`src/rtl/pong_pkg.sv`:
```
// Shared constants and button indexing for the pong push-button front end.
package pong_pkg;

    localparam int CLK_HZ              = 25175000;
    localparam int DEBOUNCE_CYCLES_DEF = 251750;    // 10 ms
    localparam int REPEAT_DELAY_DEF    = 12587500;  // 500 ms
    localparam int REPEAT_CYCLES_DEF   = 2517500;   // 100 ms

    localparam int NUM_BTN = 5;
    localparam int NUM_DIR = 4;

    // Bit positions in the per-button vectors; directions pair up as gi / gi^1.
    typedef enum logic [2:0] {
        LU = 3'd0,
        LD = 3'd1,
        RU = 3'd2,
        RD = 3'd3,
        SR = 3'd4
    } btn_idx_e;

    function automatic int max_int(input int a, input int b);
        return (a > b) ? a : b;
    endfunction

endpackage

```
`src/rtl/btn_debounce.sv`:
```
// One push-button channel: two-flop synchronizer, hold counter and stable state.
// The stable level toggles once the synchronized input has differed for DEBOUNCE_CYCLES cycles.
module btn_debounce
    import pong_pkg::*;
#(
    parameter int DEBOUNCE_CYCLES = DEBOUNCE_CYCLES_DEF
)(
    input  logic clk,
    input  logic rst_n,
    input  logic i_raw,
    output logic o_stable
);

    localparam int              CW       = $clog2(DEBOUNCE_CYCLES);
    localparam logic [CW-1:0]   CNT_LAST = CW'(DEBOUNCE_CYCLES - 1);

    logic          r_sync1;
    logic          r_sync2;
    logic          r_stable;
    logic [CW-1:0] r_cnt;

    // The counter tops out at CNT_LAST and is cleared there, so it never wraps.
    always_ff @(posedge clk or negedge rst_n) begin
        if (!rst_n) begin
            r_sync1  <= 1'b0;
            r_sync2  <= 1'b0;
            r_stable <= 1'b0;
            r_cnt    <= '0;
        end else begin
            r_sync1 <= i_raw;
            r_sync2 <= r_sync1;
            if (r_sync2 == r_stable) begin
                r_cnt <= '0;
            end else if (r_cnt == CNT_LAST) begin
                r_stable <= ~r_stable;
                r_cnt    <= '0;
            end else begin
                r_cnt <= r_cnt + 1'b1;
            end
        end
    end

    assign o_stable = r_stable;

endmodule

```
`src/rtl/pong_input.sv`:
```
// Pong controller front end: debounced paddle levels, step pulses and score-clear pulse.
// Define PONG_AUTOREPEAT_EN to add held-button auto-repeat pulses on the four directions.
module pong_input
    import pong_pkg::*;
#(
    parameter int DEBOUNCE_CYCLES = DEBOUNCE_CYCLES_DEF,
    parameter int REPEAT_DELAY    = REPEAT_DELAY_DEF,
    parameter int REPEAT_CYCLES   = REPEAT_CYCLES_DEF
)(
    input  logic clk,
    input  logic rst_n,
    input  logic btn_left_up,
    input  logic btn_left_down,
    input  logic btn_right_up,
    input  logic btn_right_down,
    input  logic btn_score_reset,
    output logic left_up,
    output logic left_down,
    output logic right_up,
    output logic right_down,
    output logic left_up_pls,
    output logic left_down_pls,
    output logic right_up_pls,
    output logic right_down_pls,
    output logic score_reset
);

    logic [NUM_BTN-1:0] w_raw;
    logic [NUM_BTN-1:0] w_stable;
    logic [NUM_DIR-1:0] w_level_next;
    logic [NUM_DIR-1:0] w_rep_pls;
    logic [NUM_DIR-1:0] r_level;
    logic [NUM_DIR-1:0] r_pls;
    logic               r_sr_prev;
    logic               r_score_reset;

    assign w_raw = {btn_score_reset, btn_right_down, btn_right_up, btn_left_down, btn_left_up};

    genvar gi;
    generate
        for (gi = 0; gi < NUM_BTN; gi++) begin : g_btn
            btn_debounce #(
                .DEBOUNCE_CYCLES(DEBOUNCE_CYCLES)
            ) u_debounce (
                .clk      (clk),
                .rst_n    (rst_n),
                .i_raw    (w_raw[gi]),
                .o_stable (w_stable[gi])
            );
        end

        // Opposing directions of one paddle cancel each other out.
        for (gi = 0; gi < NUM_DIR; gi++) begin : g_level
            assign w_level_next[gi] = w_stable[gi] & ~w_stable[gi ^ 1];
        end
    endgenerate

`ifdef PONG_AUTOREPEAT_EN
    localparam int RW = $clog2(max_int(REPEAT_DELAY, REPEAT_CYCLES));

    generate
        for (gi = 0; gi < NUM_DIR; gi++) begin : g_repeat
            logic [RW-1:0] r_rep_cnt;
            logic          r_rep_phase;
            logic          w_rep_fire;

            assign w_rep_fire = r_rep_phase ? (r_rep_cnt == RW'(REPEAT_CYCLES - 1))
                                            : (r_rep_cnt == RW'(REPEAT_DELAY - 1));

            // Counting restarts on the rising edge and stops the cycle the level drops.
            always_ff @(posedge clk or negedge rst_n) begin
                if (!rst_n) begin
                    r_rep_cnt   <= '0;
                    r_rep_phase <= 1'b0;
                end else if (!w_level_next[gi] || !r_level[gi]) begin
                    r_rep_cnt   <= '0;
                    r_rep_phase <= 1'b0;
                end else if (w_rep_fire) begin
                    r_rep_cnt   <= '0;
                    r_rep_phase <= 1'b1;
                end else if (r_rep_cnt != '1) begin
                    r_rep_cnt <= r_rep_cnt + 1'b1;
                end
            end

            assign w_rep_pls[gi] = r_level[gi] & w_level_next[gi] & w_rep_fire;
        end
    endgenerate
`else
    // Repeat timing has no hardware here; referenced only so both builds share one parameter list.
    localparam bit REPEAT_CFG_OK = (REPEAT_DELAY > 1) && (REPEAT_CYCLES > 0);
    generate
        if (!REPEAT_CFG_OK) begin : g_repeat_cfg_unused
        end
    endgenerate
    assign w_rep_pls = '0;
`endif

    always_ff @(posedge clk or negedge rst_n) begin
        if (!rst_n) begin
            r_level       <= '0;
            r_pls         <= '0;
            r_sr_prev     <= 1'b0;
            r_score_reset <= 1'b0;
        end else begin
            r_level       <= w_level_next;
            r_pls         <= (w_level_next & ~r_level) | w_rep_pls;
            r_sr_prev     <= w_stable[SR];
            r_score_reset <= w_stable[SR] & ~r_sr_prev;
        end
    end

    assign left_up        = r_level[0];
    assign left_down      = r_level[1];
    assign right_up       = r_level[2];
    assign right_down     = r_level[3];
    assign left_up_pls    = r_pls[0];
    assign left_down_pls  = r_pls[1];
    assign right_up_pls   = r_pls[2];
    assign right_down_pls = r_pls[3];
    assign score_reset    = r_score_reset;

endmodule

```
`config.mk`:
```
export PLATFORM = sky130hd
export DESIGN_NAME = pong_input
export DESIGN_NICKNAME = d
export VERILOG_FILES = /design/src/rtl/pong_pkg.sv /design/src/rtl/btn_debounce.sv /design/src/rtl/pong_input.sv
export SDC_FILE = /design/constraint.sdc
export NUM_CORES = 1
export LEC_CHECK = 0
export ABC_AREA = 0
export BUFFER_PORTS_ARGS = -buffer_cell sky130_fd_sc_hd__buf_2
export CORE_ASPECT_RATIO = 1.1
export CORE_UTILIZATION = 25
export DETAILED_ROUTE_END_ITERATION = 8
export PLACE_DENSITY = 0.48
export SYNTH_ARGS = -nofsm -noshare
export SYNTH_HDL_FRONTEND = slang
export SYNTH_SLANG_ARGS = --single-unit
```
`constraint.sdc`:
```
create_clock -name clk -period 2.4 [get_ports clk]
set_input_delay 0.48 -clock clk [delete_from_list [all_inputs] [get_ports clk]]
set_output_delay 0.48 -clock clk [all_outputs]
set_load 0.01 [all_outputs]
```
# ---- Word level (Yosys, flattened, before mapping)
# Index checks and enable logic that the tools add are counted.
dict set report totals {
  register_bits 115
  wordCells 72
  input_bits 7
  output_inout_bits 9
}
dict set report op_classes {
  bitwise 18
  n_mux 10
  n_eq_ne 10
  n_reduce_logical 5
  addsub 5
}
# operator n
set ops {}
lappend ops {{two-way mux 18 bit} 10}
lappend ops {{adder 18 x 1 -> 18 bit, second input constant} 5}
lappend ops {{equality test 18 bit, second input constant} 5}
lappend ops {{NOT 1 bit} 11}
lappend ops {{AND reduction 2 bit} 5}
lappend ops {{bitwise AND 1 bit} 5}
lappend ops {{equality test 1 bit} 5}
lappend ops {{bitwise AND 4 bit} 1}
lappend ops {{NOT 4 bit} 1}

# ---- Depth between registers and ports, before layout
# Gate-level depths: netlist of the first run.
dict set report logic_depth {
  ltp_word 3
  depth_mapped 8
}

# ---- Hierarchy
# A second synthesis of the first run with hierarchy kept.
dict set report hier_totals {
  hier_cells 534
  hier_area_um2 5720.5
}
# module seq_area_each_um2 cells_per_inst area_per_inst_um2 instances
set modules_own_cells {}
lappend modules_own_cells {btn_debounce 525.5 103 1079.8 5}
lappend modules_own_cells {pong_input 250.2 19 321.6 1}

# ---- Least setup slack after synthesis of the first run
# No wires, ideal clock.
dict set report synth_path {
  path_type {flip-flop to flip-flop}
  startpoint {register g_btn[1].u_debounce.r_cnt[13]}
  endpoint {register g_btn[1].u_debounce.r_stable}
  synth_period_minus_slack_ps 1901
  setup_time_ps 125
  path_stages_with_launch 5
  setup_slack_ps 499
  arrival_ps 1776
  path_cell_list {dfrtp_1 > or4b_1 > or4_4 > nor2_1 > mux2_2}
}
dict set report synth_via {
  elab_chain_len 2
}
# item line
set synth_lines {}
lappend synth_lines {{from (decl)} btn_debounce.sv:20} ;# logic [CW-1:0] r_cnt;
lappend synth_lines {{from (signal assigned)} btn_debounce.sv:38} ;# r_cnt <= r_cnt + 1'b1;
lappend synth_lines {{equality test 18 bit} btn_debounce.sv:34} ;# end else if (r_cnt == CNT_LAST) begin
lappend synth_lines {{AND reduction 2 bit (no line)} --}
lappend synth_lines {{to (signal assigned)} btn_debounce.sv:35} ;# r_stable <= ~r_stable;
lappend synth_lines {{to (decl)} btn_debounce.sv:19} ;# logic r_stable;
# Every way passes these cells.
# A chain may end at the register's enable or synchronous reset.

# ---- Final worst setup path of the first run
dict set report layout_path {
  startpoint {register g_btn[1].u_debounce.r_cnt[13]}
  endpoint {register g_btn[1].u_debounce.r_cnt[11]}
}
dict set report layout_via {
  elab_chain_len 3
}
# item line
set layout_lines {}
lappend layout_lines {{equality test 18 bit} btn_debounce.sv:34}
lappend layout_lines {{two-way mux 18 bit} btn_debounce.sv:34}
lappend layout_lines {{two-way mux 18 bit} btn_debounce.sv:32} ;# if (r_sync2 == r_stable) begin
# Every way passes these cells.

==> summary.md, run 1 <==
| Metric | Value |
|---|---|
| Status | complete, no violations |
| Worst Path Arrival | 2.33 ns |
| CP max stage delay | 0.53 ns |
| Slew Viols, Final | 0 |
| Peak Freq | 487 MHz |
| Slew HR | between 50% and 60% |
| Port buffer count | 15 |
| First-pass GRT wire length | 18,000 um |
| Critical path cell sequence | or4b_1 -> or4_4 -> o21ai_4 -> nor2_1 |
| Hold Crit Class | in2async |
| Cts bufs inserted | 17 |
| Fin area | between 6000 and 7000 um^2 |
| Synth cell types | between 40 and 50 |
| Crit share post-route | a little under nine tenths |
| Antenna violations before repair | 0 |
| Final Wtd Congestion | between 0.7 and 0.8 |
| Routed len/inst | ~12 um |
| P per Cell Area | between 700 and 800 nW/um^2 |
| CTS resizes | 0 |
| Buf+Inv Stages, Crit Path | 0 |
| Measured slew at the worst slew-check pin | ~0.64 ns |
| Worst Skew | approximately 0.0074 ns |
| Chip Width | roughly 140 um |
| Syn nets | 543 |
| CTS Hold Bufs | 0 |
| Kind of critical path | reg2reg |
| RSZ-0062 raised after global routing | no |
| Family with the most delay on the worst path | simple AND/OR/NAND/NOR gates |
| Final Hold Viols | 0 |
| FF+latch count, synth | approximately 120 |
| DR vias/cell | 4.51 |
| CP max FO | 18 |
| Root Driver | clkbuf_16 |
| Commonest cells after routing, fill and taps aside | dfrtp_1, nor2_1, xnor2_1 |
| Post-Route WL | 10,300 um |
| Endpoint type of the worst setup path | register |
| Max-cap viol count | 0 |
| Crit-path slowest cell | or4b_1 |
| Core Region | around 21,000 um^2 |
| YS warnings | 0 |
| Avg Cell Area, Syn | between 10 and 15 um^2 |
| Post-CTS Setup Inserts | 0 |
| Net count, final | roughly 570 |
| Max H-tree Level | 4 |
| Initial DRC count | roughly 180 |
| Register area share after synthesis | between 50% and 60% |
| Worst Path Required | 2.67 ns |
| Post-route ant nets | 0 |
| HPWL after DPL | 7160 um |
| DR DRC count | 0 |
| Share of cells above drive strength 1 | 11.4% |
| Fin Setup TNS | 0 ns |
| Starting Density | 25.8% |
| Ports | 16 |
| CTS tree | done |
| Syn Inst Count | around 530 |
| Die H | between 150 and 200 um |
| Max Buffers Root-to-Sink | 2 |
| Reg clk slew, reported paths | around 0.060 ns |
| Clock Sinks | 115 |
| Largest net degree at the start of global routing | 47 |
| Final setup viols | 0 |
| Tmin final | about 2 ns |
| Ant. Diodes | 0 |
| Drt first pass iters | 5 |
| Synth Cell Area | ~5400 um^2 |
| Synth-to-layout area growth | 18.8% |
| P_leak | 0.00256 uW |
| Max rail drop VDD | ~0.51 mV |
| Setup crit start kind | register |
| Number of global-route vias before repair | around 3,800 |
| Row cnt | between 50 and 60 |
| Total track usage | 10.2% |
| Post-DP Area | approximately 5800 um^2 |
| Most common cell after layout, fill and taps aside | dfrtp_1 |
| Via count | approximately 3,800 |
| Congestion Overflow GR | 0 |
| Full die area | between 20,000 and 25,000 um^2 |
| Clock Latency Late Sink | between 0.4 and 0.5 ns |
## final timing paths
check / from / end / slack [ns] / depth (start not counted)
min in group clk: btn_right_up / g_btn[2].u_debounce.r_sync1 / 0.18 / 1
worst max register to register: g_btn[1].u_debounce.r_cnt[13] / g_btn[1].u_debounce.r_cnt[11] / 0.35 / 4
max in group asynchronous: rst_n / g_btn[1].u_debounce.r_cnt[3] / 1.65 / 2
worst min register to register: g_btn[4].u_debounce.r_sync1 / g_btn[4].u_debounce.r_sync2 / 0.35 / 0
worst max-delay path: g_btn[1].u_debounce.r_cnt[13] / g_btn[1].u_debounce.r_cnt[11] / 0.35 / 4
worst min-delay path: rst_n / g_btn[3].u_debounce.r_cnt[9] / 0.08 / 1
## final cells by class
cell class / count / area [um^2]
timing repair buffer: 22 / 143
inverter: 14 / 52.6
clock inverter: 10 / 109
fill: 2137 / 14500
clock buffer: 20 / 457
sequential: 115 / 2880
tap: 285 / 357
multi-input combinational: 387 / 2400
## cell usage after synthesis (all sizes together)
library cell | n | area (um^2)
a21bo | 1 | 10.0
a21oi | 11 | 55.1
a31o | 2 | 17.5
a41o | 1 | 10.0
and2 | 3 | 18.8
and3 | 6 | 37.5
and4 | 3 | 26.3
buf | 5 | 30.0
clkbuf | 5 | 20.0
dfrtp | 115 | 2880
ha | 10 | 125
inv | 14 | 52.6
mux2 | 5 | 56.3
nand2 | 26 | 97.6
nand3 | 36 | 180
nand3b | 1 | 7.51
nand4 | 29 | 188
nand4b | 4 | 35.0
nand4bb | 2 | 22.5
nor2 | 95 | 357
nor2b | 9 | 56.3
nor3 | 20 | 100
nor4 | 24 | 150
nor4b | 1 | 8.76
nor4bb | 1 | 10.0
o21ai | 9 | 60.1
o31ai | 1 | 7.51
o41ai | 2 | 36.3
or3 | 5 | 31.3
or3b | 1 | 8.76
or4 | 4 | 33.8
or4b | 1 | 10.0
xnor2 | 55 | 482
xor2 | 19 | 166
## state kept, by name, summed over array words and instances, names as in the netlist
| signal | count |
|---|---|
| g_btn.u_debounce.o_stable | 5 |
| g_btn.u_debounce.r_cnt | 90 |
| g_btn.u_debounce.r_sync1 | 5 |
| g_btn.u_debounce.r_sync2 | 5 |
| r_level | 4 |
| r_pls | 4 |
| r_sr_prev | 1 |
| score_reset | 1 |
## layer usage
layer | track usage (%) | wire (um)
met1 | 13.0 | 4990
met2 | 16.3 | 4850
met3 | 2.79 | 262
met4 | 4.51 | 179
met5 | 0 | 0
## kinds of logic (layout without fill, tap and decap cells)
logic type               after synthesis  after routing  share of synthesized area, %
adder cells (fa/ha/maj)               10             10                          2.32
flip-flops                           115            115                          53.4
buffers and inverters                 24             66                          1.90
multiplexers                           5              5                          1.05
AND/OR/NAND/NOR                      271            271                          25.6
AO/OA/AOI/OAI                         27             27                          3.65
XOR/XNOR                              74             74                          12.0
## report_power, final
part / internal (uW) / leakage [uW] / switching [uW]
sequential: 1970 / 0.00157 / 31.7
clock: 1560 / 0.000278 / 848
combinational: 42.6 / 0.000707 / 89.6
## stage by stage
| stage | hold WS (ns) | total power, uW | utilization (%) | std cells | setup slack [ns] |
|---|---|---|---|---|---|
| after global placement | 0.333 | 2170 | 28.0 | 823 | 0.377 |
| after detailed placement | 0.341 | 2170 | 28.0 | 823 | 0.330 |
| final | 0.0784 | 4540 | 30.7 | 853 | 0.346 |
| after global routing | 0.118 | 4740 | 30.7 | 853 | 0.188 |
| after floorplan | 0.184 | 2100 | - | 526 | 0.499 |
| after CTS | 0.0919 | 4620 | 30.7 | 853 | 0.331 |
Note: power is estimated with default switching activity, not from simulation.
==> inputs of run 2 (changes only) <==
- CTS_BUF_LIST: default -> sky130_fd_sc_hd__clkbuf_16
==> summary.md, run 2 (synthesized netlist as in run 1, its figures left out) <==
| Metric | Value |
|---|---|
| Largest register FFs | 90 (unchanged) |
| Initial DRC count | 189 (+8.0%) |
| HPWL after DPL | 7160 um (unchanged) |
| Slew HR | 56.8% (+0.063 points) |
| Worst Path Arrival | 2.33 ns (about the same) |
| Max H-tree Level | 4 (unchanged) |
| Max-cap viol count | 0 (unchanged) |
| Reg2Reg Setup Slack | 0.35 ns (about the same) |
| Peak Freq | 487 MHz (about the same) |
| Full die area | 22,100 um^2 (unchanged) |
| CTS Hold Bufs | 0 (unchanged) |
| Number of global-route vias before repair | 3,823 (+0.18%) |
| Post-Route WL | 10,300 um (about the same) |
| CTS resizes | 0 (unchanged) |
| DR DRC count | 0 (unchanged) |
| Commonest cells after routing, fill and taps aside | dfrtp_1, nor2_1, xnor2_1 |
| Post-CTS Setup Inserts | 0 (unchanged) |
| P_leak | 0.00255 uW (-0.28%) |
| P per Cell Area | 701 nW/um^2 (-1.2%) |
| Measured slew at the worst slew-check pin | 0.643 ns (-0.000933 ns) |
| Worst Skew | 0.00741 ns (-0.0000170 ns) |
| Crit share post-route | 85.6% (about the same) |
| Critical path cell sequence | or4b_1 -> or4_4 -> o21ai_4 -> nor2_1 |
| Row cnt | 55 (unchanged) |
| CP max stage delay | 0.53 ns (about the same) |
| Largest net degree at the start of global routing | 47 (unchanged) |
| Slew Viols, Final | 0 (unchanged) |
| First-pass GRT wire length | 18,000 um (+0.11%) |
| Net count, final | 574 (unchanged) |
| Most common cell after layout, fill and taps aside | dfrtp_1 |
| Congestion Overflow GR | 0 (unchanged) |
| Drt first pass iters | 5 (unchanged) |
| Pre-CTS WS | 0.330 ns (unchanged) |
| CP max FO | 18 (unchanged) |
| Crit-path slowest cell | or4b_1 |
| Via count | 3,854 (+0.16%) |
| Clock Sinks | 115 (unchanged) |
| Port buffer count | 15 (unchanged) |
| Max rail drop VDD | 0.506 mV (about the same) |
| Root Driver | clkbuf_16 |
| Die H | 156 um (unchanged) |
| DR vias/cell | 4.52 (+0.16%) |
| Final setup viols | 0 (unchanged) |
| RSZ-0062 raised after global routing | no |
| Share of cells above drive strength 1 | 11.1% (-0.35 points) |
| Tmin final | 2.05 ns (+0.000290 ns) |
| Post-route ant nets | 0 (unchanged) |
| Fin Setup TNS | 0 ns (unchanged) |
| Core Region | 20,900 um^2 (unchanged) |
| Kind of critical path | reg2reg |
| End of the worst register-to-register path | g_btn[1].u_debounce.r_cnt[11] |
| Ports | 16 (unchanged) |
| Reg-to-Reg Start | g_btn[1].u_debounce.r_cnt[13] |
| Slack of the critical path | 0.346 ns (-0.000290 ns) |
| Family with the most delay on the worst path | simple AND/OR/NAND/NOR gates |
| Clock Latency Late Sink | 0.41 ns (about the same) |
| Starting Density | 25.8% (unchanged) |
| Reg with most FFs | g_btn.u_debounce.r_cnt |
| Final Wtd Congestion | 0.786 (unchanged) |
| Max Buffers Root-to-Sink | 2 (unchanged) |
| Chip Width | 142 um (unchanged) |
| Endpoint type of the worst setup path | register |
| Worst Path Required | 2.67 ns (about the same) |
| Fin Hold WS | 0.0790 ns (+0.000619 ns) |
| Hold Crit Class | in2async |
| Setup crit start kind | register |
| Antenna violations before repair | 0 (unchanged) |
| CTS tree | done |
| Status | complete, no violations |
| Routed len/inst | 12.0 um (about the same) |
| Synth-to-layout area growth | 18.5% |
| Final Hold Viols | 0 (unchanged) |
| Reg2reg path depth | 4 (unchanged) |
| Total track usage | 10.3% (about the same) |
| Cts bufs inserted | 17 (unchanged) |
| Buf+Inv Stages, Crit Path | 0 (unchanged) |
| Reg clk slew, reported paths | 0.06 ns (about the same) |
| Ant. Diodes | 0 (unchanged) |
==> run 2: cell types whose count changed in the layout (fill, tap and decap cells not counted), sizes merged <==
| cell | before | now |
|---|---|---|
| inv | 15 | 16 |
| clkinv | 5 | 7 |
| clkbuf | 20 | 17 |
==> run 2: area by class of cell <==
type | instances | area [um^2]
repair buffers | 22 | 143
multi-input cells | 387 | 2400
fillers | 2140 | 14500
flip-flops and latches | 115 | 2880
well taps | 285 | 357
clock inverters | 13 | 120
inverters | 14 | 52.6
clock buffers | 17 | 425
==> run 2: routing by layer <==
layer | up-vias | share of wire [%] | track usage [%]
li1 | 1899 | - | -
met1 | 1893 | 48 | 13.0
met2 | 47 | 47 | 16.3
met3 | 15 | 2.7 | 2.79
met4 | 0 | 1.8 | 4.51
met5 | - | 0 | 0
==> run 2: report_power, final <==
part | switching, uW | total, uW | internal, uW
Combinational | 89.6 | 132 | 42.7
Clock | 847 | 2340 | 1490
Sequential | 31.7 | 2000 | 1970
Total | 968 | 4470 | 3510
==> run 2: worst max-delay path by stage <==
| stage | from | endpoint | cells after the start |
|---|---|---|---|
| 2_1_floorplan | g_btn[1].u_debounce.r_cnt[13] | g_btn[1].u_debounce.o_stable | 4 |
| 3_3_place_gp | g_btn[1].u_debounce.r_cnt[13] | g_btn[1].u_debounce.r_cnt[15] | 4 |
| 3_5_place_dp | g_btn[1].u_debounce.r_cnt[11] | g_btn[1].u_debounce.r_cnt[11] | 4 |
| 4_1_cts | g_btn[1].u_debounce.r_cnt[11] | g_btn[1].u_debounce.r_cnt[11] | 4 |
| 5_1_grt | g_btn[1].u_debounce.r_cnt[11] | g_btn[1].u_debounce.r_cnt[11] | 4 |
| 6_report | g_btn[1].u_debounce.r_cnt[13] | g_btn[1].u_debounce.r_cnt[11] | 4 |
==> run 2: worst register-to-register path: cells and delay by family, from the launching register on <==
family          cells  cell delay, ns
simple gates        3            1.08
flops               1            0.43
compound gates      1            0.42
==> run 2: metrics by stage <==
| step | cell area [um^2] | util [%] | std cells | total power [uW] |
|---|---|---|---|---|
| final | 6380 | 30.6 | 853 | 4470 |
| after global routing | 6380 | 30.6 | 853 | 4670 |
| after CTS | 6380 | 30.6 | 853 | 4550 |
| after detailed placement | 5830 | 28.0 | 823 | 2170 |
| after global placement | 5830 | 28.0 | 823 | 2170 |
| after floorplan | 5390 | - | 526 | 2100 |
